$ cat config.mk
export PLATFORM = sky130hd
export DESIGN_NAME = ucomb_loader
export DESIGN_NICKNAME = d
export VERILOG_FILES = /design/src/rtl/ucomb_loader.sv
export SDC_FILE = /design/constraint.sdc
export NUM_CORES = 1
export LEC_CHECK = 0
export ABC_AREA = 1
export CORE_ASPECT_RATIO = 0.8
export CORE_MARGIN = 5
export CORE_UTILIZATION = 38
export DETAILED_ROUTE_END_ITERATION = 10
export GPL_TIMING_DRIVEN = 0
export PLACE_DENSITY = 0.67
export SETUP_SLACK_MARGIN = 0.02
export SLEW_MARGIN = 20
export SYNTH_ARGS = -nofsm -noshare
export SYNTH_HDL_FRONTEND = slang
export SYNTH_SLANG_ARGS = --single-unit
$ cat constraint.sdc
create_clock -name wb_clk_i -period 1.81 [get_ports wb_clk_i]
set_clock_uncertainty 0.2 [all_clocks]
set_input_delay 0.181 -clock wb_clk_i [delete_from_list [all_inputs] [get_ports wb_clk_i]]
set_output_delay 0.181 -clock wb_clk_i [all_outputs]
set_load 0.02 [all_outputs]
$ cat src/rtl/ucomb_loader.sv
// rtl/ucomb_loader.sv - serial configuration-chain loader for the universal combinational gate pin mapper
// Optional build macro UCOMB_LOADER_CHECK_EN enables the multi-bit wiring error check.
module ucomb_loader #(
  parameter int SETTLE = 1
) (
  input  logic        wb_clk_i,
  input  logic        wb_rst_i,
  input  logic        req_valid,
  output logic        req_ready,
  input  logic [1:0]  req_sel,
  input  logic [15:0] req_func,
  output logic [1:0]  map_sel,
  output logic [15:0] map_func,
  output logic [3:0]  map_pin,
  input  logic [5:0]  map_wpin,
  output logic        cfg_data,
  output logic        cfg_en,
  output logic        cfg_latch,
  output logic        busy,
  output logic        err
);

  localparam logic [1:0] ST_IDLE   = 2'd0;
  localparam logic [1:0] ST_SETTLE = 2'd1;
  localparam logic [1:0] ST_SHIFT  = 2'd2;
  localparam logic [1:0] ST_LATCH  = 2'd3;

  localparam logic [3:0] SETTLE_LAST = 4'(SETTLE - 1);

  logic [1:0]  r_state;
  logic [1:0]  r_sel;
  logic [15:0] r_func;
  logic [3:0]  r_pin;
  logic [5:0]  r_shift;
  logic [3:0]  r_settle_cnt;
  logic [2:0]  r_bit_cnt;

  logic [3:0]  w_last_pin;
  logic        w_settle_done;

  always_comb begin
    w_last_pin = 4'd3;
    case (r_sel)
      2'd0:    w_last_pin = 4'd3;
      2'd1:    w_last_pin = 4'd5;
      2'd2:    w_last_pin = 4'd9;
      default: w_last_pin = 4'd5;
    endcase
  end

  assign w_settle_done = (r_state == ST_SETTLE) && (r_settle_cnt == SETTLE_LAST);

  always_ff @(posedge wb_clk_i) begin
    if (wb_rst_i) begin
      r_state      <= ST_IDLE;
      r_sel        <= 2'd0;
      r_func       <= 16'd0;
      r_pin        <= 4'd0;
      r_shift      <= 6'd0;
      r_settle_cnt <= 4'd0;
      r_bit_cnt    <= 3'd0;
    end else begin
      case (r_state)
        ST_IDLE: begin
          if (req_valid) begin
            r_sel        <= req_sel;
            r_func       <= req_func;
            r_pin        <= 4'd0;
            r_settle_cnt <= 4'd0;
            r_state      <= ST_SETTLE;
          end
        end
        ST_SETTLE: begin
          if (w_settle_done) begin
            r_shift   <= map_wpin;
            r_bit_cnt <= 3'd0;
            r_state   <= ST_SHIFT;
          end else begin
            r_settle_cnt <= r_settle_cnt + 4'd1;
          end
        end
        ST_SHIFT: begin
          // MSB leaves first; the register is refilled by the next capture
          r_shift <= {r_shift[4:0], 1'b0};
          if (r_bit_cnt == 3'd5) begin
            if (r_pin == w_last_pin) begin
              r_state <= ST_LATCH;
            end else begin
              r_pin        <= r_pin + 4'd1;
              r_settle_cnt <= 4'd0;
              r_state      <= ST_SETTLE;
            end
          end else begin
            r_bit_cnt <= r_bit_cnt + 3'd1;
          end
        end
        default: r_state <= ST_IDLE;
      endcase
    end
  end

  // Reset forces the outputs low immediately, not only after the reset edge
  assign req_ready = !wb_rst_i && (r_state == ST_IDLE);
  assign busy      = !wb_rst_i && (r_state != ST_IDLE);
  assign cfg_en    = !wb_rst_i && (r_state == ST_SHIFT);
  assign cfg_data  = cfg_en && r_shift[5];
  assign cfg_latch = !wb_rst_i && (r_state == ST_LATCH);
  assign map_sel   = wb_rst_i ? 2'd0  : r_sel;
  assign map_func  = wb_rst_i ? 16'd0 : r_func;
  assign map_pin   = wb_rst_i ? 4'd0  : r_pin;

`ifdef UCOMB_LOADER_CHECK_EN
  logic r_err;
  logic w_multi;

  assign w_multi = |(map_wpin & (map_wpin - 6'd1));

  always_ff @(posedge wb_clk_i) begin
    if (wb_rst_i) begin
      r_err <= 1'b0;
    end else if ((r_state == ST_IDLE) && req_valid) begin
      r_err <= 1'b0;
    end else if (w_settle_done && w_multi) begin
      r_err <= 1'b1;
    end
  end

  assign err = r_err && !wb_rst_i;
`else
  assign err = 1'b0;
`endif

endmodule

==> key figures <==
Global route
  – Gr ovfl total: 0
  – Initial antenna violation count: 0
  – Met3 Usage GRT: 4.71%
  – Global routing's busiest layer: met2
  – Met1 GRT Util: 19.9%
  – Largest net degree at the start of global routing: 12
  – Number of global-route vias before repair: 1,651
  – First-pass GRT wire length: 7470 um
  – M2 GR Usage: 23.5%
  – Global Route Usage Sum: 15.1%

Die
  – I/O pin count: 55
  – DIE AREA: around 6200 sq um
  – Die height: 71.6 um
  – Core area: 4600 sq um
  – FP Rows: 22
  – Initial Util: 39.2%
  – Die Width: 87.0 um

Finish
  – Post-Route Utilization: 55.5%
  – Ant diodes: 0
  – Layout Area Growth over Synthesis: 41.5%
  – Share of cells above drive strength 1: 10.0%
  – Fin nets: 361

Synthesis
  – Post-synth top cells: 43 x nor2_1, 42 x nand2_1, 40 x inv_1
  – Syn Area/Cell: 6.70 sq um
  – Netlist Area Pre-Place: 1800 sq um
  – Largest family of logic cells by synthesized area: simple AND/OR/NAND/NOR gates
  – Mapped Cells: 269
  – Asr flop ratio synth: 0%
  – Synthesized Nets: ~300
  – Mux cell area share after synthesis: 0%
  – Xor-xnor portion of the synthesized cell area: 0.972%
  – Cells taking the most area after synthesis: dfxtp_1 41%, a21oi_1 9.2%, nor2_1 9.0%
  – Synth unique cells: 23
  – Number of enable flip-flop cells after synthesis: 0
  – Seq/Total Area, Yosys: 41.1%
  – Synth Area in Compound Gates: roughly 17%
  – Top-count cell post-synth: nor2_1
  – Simple-gate area share of the yosys netlist: 26.4%
  – Yosys top cell area share: 41.1%
  – Yosys top cell by area: dfxtp_1
  – Main synth FF type: dfxtp_1
  – Synth Area in Adders: 3.47%
  – YS warnings: 0
  – Synthesized flop and latch total: 37

CTS
  – Reg clk slew, reported paths: 0.07 ns
  – CTS buffer count: 5
  – CTS Sinks: 37
  – CTS tree: built
  – Hold buffers post-CTS: 0
  – Root Buffer: clkbuf_8
  – H-tree Lvls: 2
  – Clk buf depth: 2
  – Worst skew pair latency: 0.29 ns

Placed design
  – RePlAce Congestion: 0.780
  – Post-DP HPWL: 3380 um
  – Port Buffer Count: 52

Setup path
  – WS Path Type: in2out
  – Reg2reg end: r_shift[2]$_SDFFE_PP0P_
  – Most used cell, CP: clkbuf_2
  – Worst r2r path cells: 8
  – Setup crit end kind: output port
  – Slowest stage delay, CP: 0.62 ns
  – Slowest library cell on the worst path: clkdlybuf4s50_1
  – Crit Path Max Fanout: 10
  – Reg-to-reg slack, setup: 0.16 ns
  – Worst reg2reg startpoint: r_settle_cnt[1]$_SDFFE_PP0P_
  – Worst Path Required: 1.43 ns
  – Critical path cell sequence: clkbuf_2 -> clkbuf_2 -> nor2_1 -> clkdlybuf4s50_1
  – Setup crit start kind: input port
  – CP Data Arrival Time: between 1 and 1.5 ns

Timing
  – Final Slew Violations: 0
  – Minimum clock period after layout: 1.73 ns
  – WHS: around 0.14 ns
  – RSZ-0062 raised after global routing: true
  – Fmax: 577 MHz
  – Final setup viols: 0
  – Final hold viol count: 0
  – Fin crit share: 95.8%

Route
  – Drt wl/cell: 11.5 um
  – Routed Antenna Nets: 0
  – DRC Markers: 0
  – Initial DRT Pass Iterations: 4
  – Final wirelength: 4470 um
  – DR vias/cell: about 4.6
  – DRT iter0 DRCs: 59
  – DR vias: 1,808

Min path
  – Min-delay worst type: in2reg
  – Hold path endpoint: r_pin[0]$_SDFFE_PP0P_
  – Min-delay src: wb_rst_i
  – Hold depth: 4

Power
  – Worst VDD drop: 0.000591 V
  – Clock power frac: ~28%
  – Net Sw Frac: about a third
  – Int Pwr: 1.75 mW
  – Pwr Density: 1040 nW/um^2
  – Sequential power share: about two fifths
  – NetSw: roughly 0.90 mW
  – Leakage: 1.28 nW
  – Comb pwr share: 32.5%

Status
  – Status: finished, final reports clean

Job
  – MaxCap Viol Count: 0
==> layout make-up <==
class                           instances  area, sq um
Clock inverter                          1         30.0
Clock buffer                            7         86.3
Inverter                               41          154
Fill cell                             450         2050
Timing Repair Buffer                   53          531
Multi-Input combinational cell        180          875
Tap cell                               60         75.1
Buffer                                 11         56.3
Sequential cell                        37          744
==> logic make-up after synthesis <==
family	after synthesis
compound gates	60
fa+ha+maj	5
other cells	1
xor+xnor	2
simple gates	112
buf+inv	52
flops	37
==> per-layer routing <==
layer / vias to the layer above / wire length, um
li1: 961 / -
met1: 807 / 2130
met2: 34 / 2040
met3: 6 / 240
met4: 0 / 59
met5: - / 0
==> power groups by stage <==
stage / registers (mW) / clock network, mW / logic (mW)
4_1_cts: 1.05 / 0.757 / 0.860
5_1_grt: 1.07 / 0.792 / 0.977
2_1_floorplan: 1.05 / 0 / 0.586
6_report: 1.05 / 0.737 / 0.859
3_3_place_gp: 1.06 / 0 / 0.850
3_5_place_dp: 1.07 / 0 / 0.859
==> worst max path at each step <==
stage	startpoint	endpoint	slack [ns]	cells after the start
6_report	wb_rst_i	map_func[4]	0.08	4
2_1_floorplan	r_state[0]$_SDFFE_PP0P_	cfg_data	0.24	4
5_1_grt	r_settle_cnt[1]$_SDFFE_PP0P_	r_shift[2]$_SDFFE_PP0P_	0.002	8
4_1_cts	wb_rst_i	map_func[12]	0.02	4
3_5_place_dp	r_state[0]$_SDFFE_PP0P_	cfg_data	-0.25	5
3_3_place_gp	r_state[0]$_SDFFE_PP0P_	cfg_data	-0.28	5
==> flip-flops by register name (all words and copies together) (netlist names) <==
name / count
r_settle_cnt: 4
r_func: 16
r_pin: 4
r_state: 2
r_sel: 2
r_shift: 6
r_bit_cnt: 3
==> cells in the final DEF, fill, tap and decap left out, drive strengths merged <==
cell           netlist  layout
a21oi               33      33
buf                  4       8
bufinv               0       1
clkbuf               7      14
clkdlybuf4s50        0      31
conb                 1       1
dfxtp               37      37
dlygate4sd2          0       8
dlymetal6s2s         0      10
ha                   5       5
inv                 41      41
nand2               44      44
nand3               15      15
nand4                2       2
nor2                46      46
nor3                 3       3
o21ai               27      27
or2                  2       2
xnor2                1       1
xor2                 1       1
==> critical path: cells and delay by family <==
| kind | cells | cell delay (ns) |
|---|---|---|
| buffers and inverters | 3 | 1.04 |
| AND/OR/NAND/NOR | 1 | 0.14 |
==> through the flow <==
stage / instance area, sq um / worst slack (ns) / cells / TNS [ns] / power, mW
global placement: 2400 / -0.278 / 381 / -4.29 / 1.91
floorplan: 1800 / 0.240 / 269 / 0 / 1.63
global route: 2550 / 0.00206 / 390 / 0 / 2.84
CTS: 2520 / 0.0187 / 389 / 0 / 2.67
detailed placement: 2400 / -0.248 / 381 / -4.49 / 1.92
finish: 2550 / 0.0767 / 390 / 0 / 2.65
==> what timing repair did <==
action                                  4_1_cts  5_1_grt
setup buffers                                 0        1
resized for setup                            28       18
endpoints found under the setup margin       29       19
cloned                                        0        0
(Power assumes the default switching activity.)
